$ cat src/rtl/alu_pkg.sv
// Shared ALU encodings, FSM state type and op-class helper.
// The ALU decoder and the execute-stage ALU both import this package.
package alu_pkg;

    localparam logic [3:0] ALU_ADD = 4'b0000;
    localparam logic [3:0] ALU_SUB = 4'b0001;
    localparam logic [3:0] ALU_AND = 4'b0010;
    localparam logic [3:0] ALU_OR  = 4'b0011;
    localparam logic [3:0] ALU_XOR = 4'b0100;
    localparam logic [3:0] ALU_SLT = 4'b0101;
    localparam logic [3:0] ALU_SLL = 4'b0110;
    localparam logic [3:0] ALU_SRL = 4'b0111;
    localparam logic [3:0] ALU_SRA = 4'b1000;

    typedef enum logic [1:0] {
        ST_IDLE  = 2'b00,
        ST_SHIFT = 2'b01,
        ST_DONE  = 2'b10
    } state_t;

    function automatic logic is_shift(input logic [3:0] op);
        return (op == ALU_SLL) || (op == ALU_SRL) || (op == ALU_SRA);
    endfunction

endpackage

$ cat src/rtl/iter_shifter.sv
// One-bit-per-cycle shifter: load captures source/count/op, each step shifts once.
// next_val is the value after the current step; last flags the final step.
module iter_shifter
    import alu_pkg::*;
#(
    parameter int unsigned XLEN = 32,
    parameter int unsigned SHW  = 5
) (
    input  logic            clk,
    input  logic            rst_n,
    input  logic            load,
    input  logic            step,
    input  logic [3:0]      op,
    input  logic [XLEN-1:0] a,
    input  logic [SHW-1:0]  amt,
    output logic [XLEN-1:0] next_val,
    output logic            last
);

    logic [XLEN-1:0] shreg;
    logic [SHW-1:0]  cnt;
    logic [3:0]      op_q;

    always_comb begin
        next_val = shreg;
        case (op_q)
            ALU_SLL: next_val = {shreg[XLEN-2:0], 1'b0};
            ALU_SRL: next_val = {1'b0, shreg[XLEN-1:1]};
            ALU_SRA: next_val = {shreg[XLEN-1], shreg[XLEN-1:1]};
            default: next_val = shreg;
        endcase
    end

    assign last = (cnt == SHW'(1));

    always_ff @(posedge clk) begin
        if (!rst_n) begin
            shreg <= '0;
            cnt   <= '0;
            op_q  <= ALU_SLL;
        end else if (load) begin
            shreg <= a;
            cnt   <= amt;
            op_q  <= op;
        end else if (step) begin
            shreg <= next_val;
            cnt   <= cnt - SHW'(1);
        end
    end

endmodule

$ cat src/rtl/iter_alu.sv
// Execute-stage ALU: single-cycle logic/arith ops, iterative shifts,
// valid/ready on both sides with a registered result and zero flag.
module iter_alu
    import alu_pkg::*;
#(
    parameter int unsigned XLEN = 32,
    parameter int unsigned SHW  = 5
) (
    input  logic            clk,
    input  logic            rst_n,
    input  logic            in_valid,
    output logic            in_ready,
    input  logic [3:0]      alu_control,
    input  logic [XLEN-1:0] a,
    input  logic [XLEN-1:0] b,
    output logic            out_valid,
    input  logic            out_ready,
    output logic [XLEN-1:0] result,
    output logic            zero,
    output logic            illegal
);

    state_t          state, state_next;
    logic            accept, load, step, last;
    logic [XLEN-1:0] op_result, shift_val;
    logic            op_illegal;

    iter_shifter #(.XLEN(XLEN), .SHW(SHW)) u_shifter (
        .clk      (clk),
        .rst_n    (rst_n),
        .load     (load),
        .step     (step),
        .op       (alu_control),
        .a        (a),
        .amt      (b[SHW-1:0]),
        .next_val (shift_val),
        .last     (last)
    );

    // A shift by zero returns a unchanged, so it completes through the 1-cycle mux.
    always_comb begin
        op_result  = '0;
        op_illegal = 1'b0;
        case (alu_control)
            ALU_ADD: op_result = a + b;
            ALU_SUB: op_result = a - b;
            ALU_AND: op_result = a & b;
            ALU_OR:  op_result = a | b;
            ALU_XOR: op_result = a ^ b;
            ALU_SLT: op_result = {{(XLEN-1){1'b0}}, ($signed(a) < $signed(b))};
            ALU_SLL, ALU_SRL, ALU_SRA: op_result = a;
            default: op_illegal = 1'b1;
        endcase
    end

    always_comb begin
        state_next = state;
        in_ready   = (state == ST_IDLE);
        out_valid  = (state == ST_DONE);
        accept     = 1'b0;
        load       = 1'b0;
        step       = 1'b0;
        case (state)
            ST_IDLE: begin
                if (in_valid) begin
                    accept = 1'b1;
                    if (is_shift(alu_control) && (b[SHW-1:0] != '0)) begin
                        load       = 1'b1;
                        state_next = ST_SHIFT;
                    end else begin
                        state_next = ST_DONE;
                    end
                end
            end
            ST_SHIFT: begin
                step = 1'b1;
                if (last) state_next = ST_DONE;
            end
            ST_DONE: begin
                if (out_ready) state_next = ST_IDLE;
            end
            default: state_next = ST_IDLE;
        endcase
    end

    always_ff @(posedge clk) begin
        if (!rst_n) state <= ST_IDLE;
        else        state <= state_next;
    end

    always_ff @(posedge clk) begin
        if (!rst_n) begin
            result  <= '0;
            zero    <= 1'b0;
            illegal <= 1'b0;
        end else if (accept && !load) begin
            result  <= op_result;
            zero    <= (op_result == '0);
            illegal <= op_illegal;
        end else if (step && last) begin
            result  <= shift_val;
            zero    <= (shift_val == '0);
            illegal <= 1'b0;
        end
    end

endmodule
$ cat config.mk
export PLATFORM = sky130hd
export DESIGN_NAME = iter_alu
export DESIGN_NICKNAME = d
export VERILOG_FILES = /design/src/rtl/alu_pkg.sv /design/src/rtl/iter_shifter.sv /design/src/rtl/iter_alu.sv
export SDC_FILE = /design/constraint.sdc
export NUM_CORES = 1
export LEC_CHECK = 0
export ABC_AREA = 1
export ABC_CLOCK_PERIOD_IN_PS = 3100
export CAP_MARGIN = 0
export CORE_MARGIN = 4
export CORE_UTILIZATION = 50
export DETAILED_ROUTE_END_ITERATION = 7
export GPL_ROUTABILITY_DRIVEN = 0
export PLACE_DENSITY_LB_ADDON = 0.2
export SYNTH_ARGS = -nofsm -noshare
export SYNTH_HDL_FRONTEND = slang
export SYNTH_HIERARCHICAL = 1
export SYNTH_SLANG_ARGS = --single-unit
$ cat constraint.sdc
create_clock -name clk -period 3.1 [get_ports clk]
set_input_delay 0.62 -clock clk [delete_from_list [all_inputs] [get_ports clk]]
set_output_delay 0.62 -clock clk [all_outputs]
set_load 0.02 [all_outputs]
Yosys cells after proc, flatten, opt, wreduce, memory -nomap -nowiden
Index checks and enable logic that the tools add are counted.
W data, S select, Z words.
{"block": "classes", "addsub": 3, "n_lt_le_gt_ge": 1, "n_reduce_logical": 16, "bitwise_logic": 3, "n_mux": 24, "n_eq_ne": 17}
{"operator": "$pmux W32 S7", "count": 1}
{"operator": "$mux W32", "count": 4}
{"operator": "$pmux W32 S3", "count": 1}
{"operator": "$logic_not A32 Y1", "count": 2}
{"operator": "$add A32 B32 Y32", "count": 1}
{"operator": "$and A32 B32 Y32", "count": 1}
{"operator": "$lt A32 B32 Y1", "count": 1}
{"operator": "$or A32 B32 Y32", "count": 1}
{"operator": "$sub A32 B32 Y32", "count": 1}
{"operator": "$xor A32 B32 Y32", "count": 1}
{"operator": "$eq A4 B3 Y1 const B", "count": 6}
{"operator": "$mux W1", "count": 11}
{"operator": "$mux W5", "count": 2}
{"operator": "$reduce_or A9 Y1", "count": 1}
{"operator": "$eq A4 B2 Y1 const B", "count": 2}
{"operator": "$eq A4 B4 Y1 const B", "count": 2}
{"operator": "$mux W2", "count": 4}
{"operator": "$pmux W2 S3", "count": 1}
{"operator": "$eq A5 B1 Y1 const B", "count": 1}
{"operator": "$reduce_bool A5 Y1", "count": 1}
{"operator": "$sub A5 B1 Y5 const B", "count": 1}
{"operator": "$eq A4 B1 Y1 const B", "count": 1}
{"operator": "$logic_not A4 Y1", "count": 1}
{"operator": "$ne A2 B2 Y1 const B", "count": 2}
{"operator": "10 further kinds", "count": 14}
{"block": "word_totals", "word_cells": 71, "output_inout_bits": 36, "ff_bits": 77, "in_bits": 72}

Logic depth before layout (Yosys ltp)
Gate-level depths: netlist (run 1).
{"block": "logic_depth", "word_depth": 10, "ltp_mapped": 22, "mapped_depth_nobuf": 21}

Modules after synthesis
Netlist (run 1), hierarchy kept.
{"module": "iter_alu", "seq_area_each_um2": 720.7, "instances": 1, "area_per_inst_um2": 8685.8, "cells_per_inst": 1632}
{"module": "iter_shifter", "seq_area_each_um2": 820.8, "instances": 1, "area_per_inst_um2": 2502.4, "cells_per_inst": 354}

Worst setup path after synthesis (run 1)
No wires, ideal clock.
{"block": "synth_path", "path_kind": "in2reg", "from": "input port a[0]", "to": "register zero", "required_ns": 3.034, "cell_stages": 18, "path_buffers": 0, "slack_ns": 0.582, "t_arrival_ns": 2.452, "setup_ns": 0.066, "path_cell_list": "inv_1 > ha_1 > fa_1 > inv_1 > nand3_1 > nand3_1 > nand2_1 > nand2_1 > nand2_1 > a21oi_1 > nor2_1 > nor2_1 > nand2_1 > nor2_1 > nand2_1 > nor2_1 > nand2_1 > a21oi_2"}
{"block": "synth_via", "elab_chain_cells": 4, "word_cells_on_any_way": 9, "classes_between": "add/sub (2); order compare (1); mux (2); bitwise (3); reduce/logical (1)"}
{"item": "from (decl)", "line": "iter_alu.sv:14", "text": "input logic [XLEN-1:0] a,"}
{"item": "$sub A32 B32 Y32, or another cell as far along", "line": "iter_alu.sv:46", "text": "ALU_SUB: op_result = a - b;"}
{"item": "$pmux W32 S7 *", "line": "iter_alu.sv:44", "text": "case (alu_control)"}
{"item": "$logic_not A32 Y1 *", "line": "iter_alu.sv:98", "text": "zero <= (op_result == '0);"}
{"item": "$mux W1 *", "line": "iter_alu.sv:96", "text": "end else if (accept && !load) begin"}
{"item": "to (signal assigned)", "line": "iter_alu.sv:98"}
{"item": "to (signal assigned)", "line": "iter_alu.sv:102", "text": "zero <= (shift_val == '0);"}
{"item": "to (decl)", "line": "iter_alu.sv:19", "text": "output logic zero,"}
Mark *: on every way between the ends. The rest lies on a longest branch, timed or not.
A chain may end at the register's enable or synchronous reset.

Final worst setup path (run 1)
{"block": "layout_path", "from": "input port b[20]", "to": "register zero"}
{"block": "layout_via", "elab_chain_cells": 4, "word_cells_on_any_way": 9, "classes_between": "add/sub (2); order compare (1); mux (2); bitwise (3); reduce/logical (1)"}
{"item": "from (decl)", "line": "iter_alu.sv:15", "text": "input logic [XLEN-1:0] b,"}
{"item": "$sub A32 B32 Y32, or another cell as far along", "line": "iter_alu.sv:46"}
{"item": "$pmux W32 S7 *", "line": "iter_alu.sv:44"}
{"item": "$logic_not A32 Y1 *", "line": "iter_alu.sv:98"}
{"item": "$mux W1 *", "line": "iter_alu.sv:96"}
Marks and branches as above.

==> impl_metrics.tcl, run 1 <==
set metrics [dict create \
    die_h_um 158 \
    coreArea_mm2 0.0219 \
    worstMarginPinSlew_ns 0.732 \
    fmax_mhz 324 \
    slew_headroom 0.511 \
    layout_min_cycle_time_ns 3.08 \
    die_w_um 158 \
    hpwl_mm 38.0 \
    viasPerCell 5.89 \
    grt_usage 0.365 \
    cellPowerDensity_mw_per_mm2 299 \
    port_buffers 107 \
    antenna_cells 0 \
    fin_crit_sh 0.995 \
    placed_cell_area_mm2 0.0147 \
    routed_wl_mm 48.8 \
    yosys_warnings 6 \
    start_kind "input port" \
    fin_area_mm2 0.0159 \
    path_max_fanout 6 \
    start_util 0.511 \
    crit_required_ns 3.37 \
    worstSetupPathType "in -> reg" \
    fillCellCount 1842 \
    grt_pass1_wl_mm 71.8 \
    syn_inst 1986 \
    synth_top_area_frac 0.214 \
    drive_gt1_frac 0.241 \
    cp_data_arrival_time_ns 3.36 \
    leakage_uw 0.00844 \
    synth_seq_cells 77 \
    clkLatencyLatePin_ns 0.34 \
    cts_buffers 9 \
    fin_hold_ws_ns 0.476 \
    cts_hold_buf 0 \
    cts_htree_levels 3 \
    hold_viol 0 \
    run_status "completed" \
    drv_cap 0 \
    drt_first_pass_iters 8 \
    syn_area_per_cell_um2 5.63 \
    synth_top_area_cell "nand2_1" \
    cts_tree "yes" \
    globalRouteMet3Util 0.0787 \
    cts.sinks 77 \
    netlist_area_mm2 0.0112 \
    drtAntennaViolNets 0 \
    synth.area.top_cells "nand2_1 (21%), dfxtp_1 (14%), ha_1 (13%), inv_1 (11%), nand3_1 (8.1%)" \
    grt.busiest_layer "met2" \
    antenna_found_initial 0 \
    met1_usage 0.500 \
    cts_buffer_depth 2 \
    place_ws_ns -0.549 \
    slew_violations 0 \
    grt_max_degree 47 \
    yosysSeqAreaShare 0.138 \
    skew_ns 0.00612 \
    ir_worst_vdd_mv 0.450 \
    multi_input_area_mm2 0.00874 \
    syn_nets 2175 \
    clock-root-buffer "clkbuf_16" \
    clk_pin_slew_ns 0.06 \
    first_global_vias 14100 \
    seq_area_mm2 0.00154 \
    wl_per_cell_um 18.5 \
    setup_viol 0 \
    final_nets 2545 \
    endpoint_kind "register" \
    vias 15500 \
    drcViolationCount 0 \
    dr.first_iter.drc_count 2350 \
    synth_cell_types 39 \
    die-area_mm2 0.0248 \
    setup_ws_ns 0.0165 \
    rows 54 \
    grt_overflow 0 \
    syn2layout_area_growth_pct 42.2 \
    use_met2 0.564 \
    boundaryPins 108 \
    hold_path_class "reg -> reg" \
]
kinds of logic after synthesis:
kind of cell	Yosys count	synth area share
adder cells (fa/ha/maj)	117	0.132
flip-flops	77	0.138
AND/OR/NAND/NOR	1077	0.415
AO/OA/AOI/OAI	303	0.163
buffers and inverters	410	0.151
XOR/XNOR	2	0.00157
final timing paths:
| path | slack [ns] | to | cells after the start | start |
|---|---|---|---|---|
| worst min register to register | 0.48 | illegal | 2 | illegal |
| worst max-delay path | 0.02 | zero | 20 | b[20] |
| worst min-delay path | 0.48 | illegal | 2 | illegal |
| worst max register to register | 0.82 | zero | 10 | u_shifter/op_q[0] |
report_power, final:
part           switching [uW]  internal [uW]  total, uW  leakage, uW
registers                40.0           1040       1080     0.000626
logic                    1460           1020       2480      0.00766
clock network             409            779       1190     0.000162
total                    1910           2840       4750      0.00844
worst max-delay path: stages:
cell and delay [ns]:
clkdlybuf4s50_1 0.52, inv_1 0.10, ha_4 0.33, buf_4 0.19
nand2_1 0.13, nor2_2 0.17, inv_1 0.05, o21bai_1 0.21
inv_1 0.09, nand2_1 0.09, nand2_1 0.06, nand2_1 0.06
nor2_1 0.04, nor2_1 0.13, nand2_1 0.06, nor2_1 0.09
nand2_1 0.08, nor2_2 0.11, nand2_1 0.09, a21oi_2 0.12
timing repair:
item	4_1_cts	5_1_grt
setup buffers	0	6
pin swaps	0	30
resized for setup	21	205
endpoints found under the setup margin	7	57
synthesized netlist by cell type (all sizes together):
cell type  instances
inv              328
o211ai            13
o22ai             28
a32o               1
buf               63
fa                 2
xor2               2
a31oi             24
ha               115
a22oi             33
nor4              10
o21ai             60
a21oi            111
nor2             172
nor3              14
o21a               1
dfxtp             77
and3               2
a221oi            16
o221ai             6
nand4             18
nand2            643
or2                1
and2               1
nand3            213
o21bai            10
clkinv             3
nand3b             3
clkbuf            16
layer usage:
layer | up-vias | wire (um)
li1 | 7111 | -
met1 | 7104 | 19200
met2 | 1128 | 20900
met3 | 195 | 6530
met4 | 0 | 2260
met5 | - | 0
registers in the layout (all words and copies together), names as in the netlist:
signal,count
result,32
u_shifter/shreg,32
u_shifter/cnt,5
u_shifter/op_q,4
state,2
illegal,1
zero,1
layout by cell type (no fill, tap or decap), types with 8 or more instances in the layout:
master	instances
nand2_1	615
buf_4	321
inv_1	306
nand3_1	156
nor2_1	108
a21oi_1	98
ha_1	86
clkdlybuf4s50_1	83
dfxtp_1	77
nand3_2	56
nor2_2	48
o21ai_0	48
a22oi_1	33
o22ai_1	28
nand2_2	27
a31oi_1	24
ha_4	24
inv_2	22
dlymetal6s2s_1	21
nand4_1	18
nor2_4	16
a221oi_1	16
a21oi_2	13
o211ai_1	13
o21ai_1	12
o21bai_1	9
nor4_1	9
nor3_1	9
clkbuf_16	9
buf_12	8
stage by stage:
| step | TNS [ns] | utilization | instances | power, uW |
|---|---|---|---|---|
| after floorplan | 0 | - | 1986 | 2240 |
| after global placement | -11.31 | 0.672 | 2619 | 3240 |
| after detailed placement | -14.05 | 0.672 | 2619 | 3280 |
| after CTS | -0.0943 | 0.690 | 2634 | 4480 |
| after global routing | -0.0612 | 0.727 | 2640 | 4960 |
| final | 0 | 0.727 | 2640 | 4750 |
layout make-up:
cell class	count	share of cell area
timing repair buffer	438	0.233
clock buffer	10	0.0144
inverter	331	0.0781
tap	280	0.0220
multi-input combinational	1499	0.549
clock inverter	5	0.00629
sequential	77	0.0969
(Power assumes the default switching activity.)
==> run 2: changes to the inputs <==
--- a/config.mk
+++ b/config.mk
@@ -8,6 +8,7 @@
 export ABC_AREA = 1
 export ABC_CLOCK_PERIOD_IN_PS = 3100
 export CAP_MARGIN = 0
+export CORE_ASPECT_RATIO = 0.8
 export CORE_MARGIN = 4
 export CORE_UTILIZATION = 50
 export DETAILED_ROUTE_END_ITERATION = 7
==> run 2 against run 1 <==
Against the previous run:
- hold slack better by 0.023 ns
- clock power is 6% lower
- sequential share of layout area stayed put
- largest cell class unchanged
- largest power group unchanged
==> impl_metrics.tcl, run 2 (same netlist as run 1, synthesis figures left out) <==
set metrics [dict create \
    run_status "completed" \
    hold_path_class "reg -> reg" \
    grt_usage 0.363 \
    p_total_uw 4700 \
    leakage_uw 0.00833 \
    cellPowerDensity_mw_per_mm2 295 \
    routed_wl_mm 49.0 \
    start_util 0.513 \
    syn2layout_area_growth_pct 42.2 \
    final_nets 2533 \
    cts_htree_levels 3 \
    endpoint_kind "register" \
    dr.first_iter.drc_count 2202 \
    path_max_fanout 8 \
    layout_min_cycle_time_ns 3.04 \
    cts.sinks 77 \
    cts_buffers 9 \
    cp_data_arrival_time_ns 3.33 \
    drv_cap 0 \
    fin_crit_sh 0.982 \
    wl_per_cell_um 18.5 \
    reg2reg_slack_ns 0.62 \
    slew_violations 0 \
    cts_tree "yes" \
    port_buffers 107 \
    antenna_cells 0 \
    rows 48 \
    first_global_vias 13700 \
    clock-root-buffer "clkbuf_16" \
    slew_headroom 0.480 \
    drive_gt1_frac 0.248 \
    skew_ns 0.00786 \
    setup_viol 0 \
    clkLatencyLatePin_ns 0.34 \
    drtAntennaViolNets 0 \
    layout.cells.non_filler 2649 \
    final_common_cell "nand2_1" \
    crit_required_ns 3.38 \
    hold_viol 0 \
    drcViolationCount 0 \
    fmax_mhz 329 \
    reg.largest.list "result: 32 flops, u_shifter/shreg: 32 flops, u_shifter/cnt: 5 flops" \
    mostFrequentLayoutCells "nand2_1 (591), buf_4 (308), inv_1 (299)" \
    viasPerCell 5.84 \
    grt_overflow 0 \
    die-area_mm2 0.0248 \
    boundaryPins 108 \
    grt_max_degree 37 \
    vias 15500 \
    cts_hold_buf 0 \
    die_h_um 142 \
    antenna_found_initial 0 \
    placedCellCount 2625 \
    die_w_um 175 \
    start_kind "input port" \
    worstMarginPinSlew_ns 0.779 \
    worstSetupPathType "in -> reg" \
    drt_first_pass_iters 6 \
    grt_pass1_wl_mm 72.5 \
    hpwl_mm 38.2 \
    ir_worst_vdd_mv 0.293 \
    coreArea_mm2 0.0218 \
    cts_buffer_depth 2 \
    clk_pin_slew_ns 0.06 \
]
-- run 2: cell types whose count changed in the layout (fill, tap and decap cells not counted), moves of 8 or more --
| cell | change |
|---|---|
| a21oi_1 | -9 |
| a21oi_2 | +8 |
| buf_4 | -13 |
| clkdlybuf4s50_1 | +8 |
| nand2_1 | -24 |
| nand2_2 | +22 |
| nand3_1 | +8 |
| nand3_2 | -10 |
| nor2_1 | +8 |
| nor2_2 | -10 |
-- run 2: worst paths after layout --
| path | from | to | depth (start not counted) |
|---|---|---|---|
| setup / recovery | b[17] | zero | 19 |
| hold / removal | result[20] | result[20] | 2 |
| setup reg to reg | u_shifter/op_q[0] | zero | 10 |
| hold reg to reg | result[20] | result[20] | 2 |
-- run 2: area by class of cell --
| class | count | area (um2) |
|---|---|---|
| Fill cell | 1775 | 5890 |
| Multi-Input combinational cell | 1499 | 8850 |
| Inverter | 331 | 1240 |
| Sequential cell | 77 | 1540 |
| Clock buffer | 11 | 253 |
| Tap cell | 300 | 375 |
| Timing Repair Buffer | 426 | 3590 |
| Clock inverter | 5 | 58.8 |
-- run 2: critical path: stages --
cell and delay (ns):
clkdlybuf4s50_1 0.47, inv_1 0.07, ha_1 0.30, buf_4 0.19, nor2_4 0.18, nand2_2 0.10
nor2_4 0.20, buf_4 0.17, and3_1 0.14, nand2_1 0.08, nand2_1 0.08, nand2_1 0.05
nand3_1 0.08, nand3_2 0.09, nor2_2 0.15, nand2_1 0.07, nor2_1 0.10, nand2_1 0.08
a21oi_2 0.12
-- run 2: stage by stage --
step / worst slack [ns] / utilization / TNS, ns / instance area [um2] / hold slack, ns
final: 0.0559 / 0.730 / 0 / 15900 / 0.499
after global routing: -0.0717 / 0.730 / -0.0717 / 15900 / 0.508
after CTS: 0.00666 / 0.687 / 0 / 15000 / 0.496
after detailed placement: -0.463 / 0.670 / -9.37 / 14600 / 0.480
after global placement: -0.431 / 0.670 / -7.26 / 14600 / 0.474
after floorplan: 0.582 / - / 0 / 11200 / 0.475
-- run 2: timing repair --
| item | 4_1_cts | 5_1_grt |
|---|---|---|
| buffers inserted | 1 | 7 |
| pin swaps | 2 | 33 |
| endpoints found under the setup margin | 3 | 21 |
| hold endpoints to repair | 0 | 0 |
| resized for setup | 17 | 236 |
-- run 2: routing by layer --
layer,global-route usage,vias up,wire (um)
met5,0,-,0
met4,0.171,0,3150
met3,0.0690,236,6500
met2,0.568,1196,20800
met1,0.484,6921,18600
li1,-,7107,-
-- run 2: report_power, final --
part	internal, uW	switching, uW	total [uW]
Clock	668	447	1120
Sequential	1040	43.0	1080
Combinational	1010	1480	2500
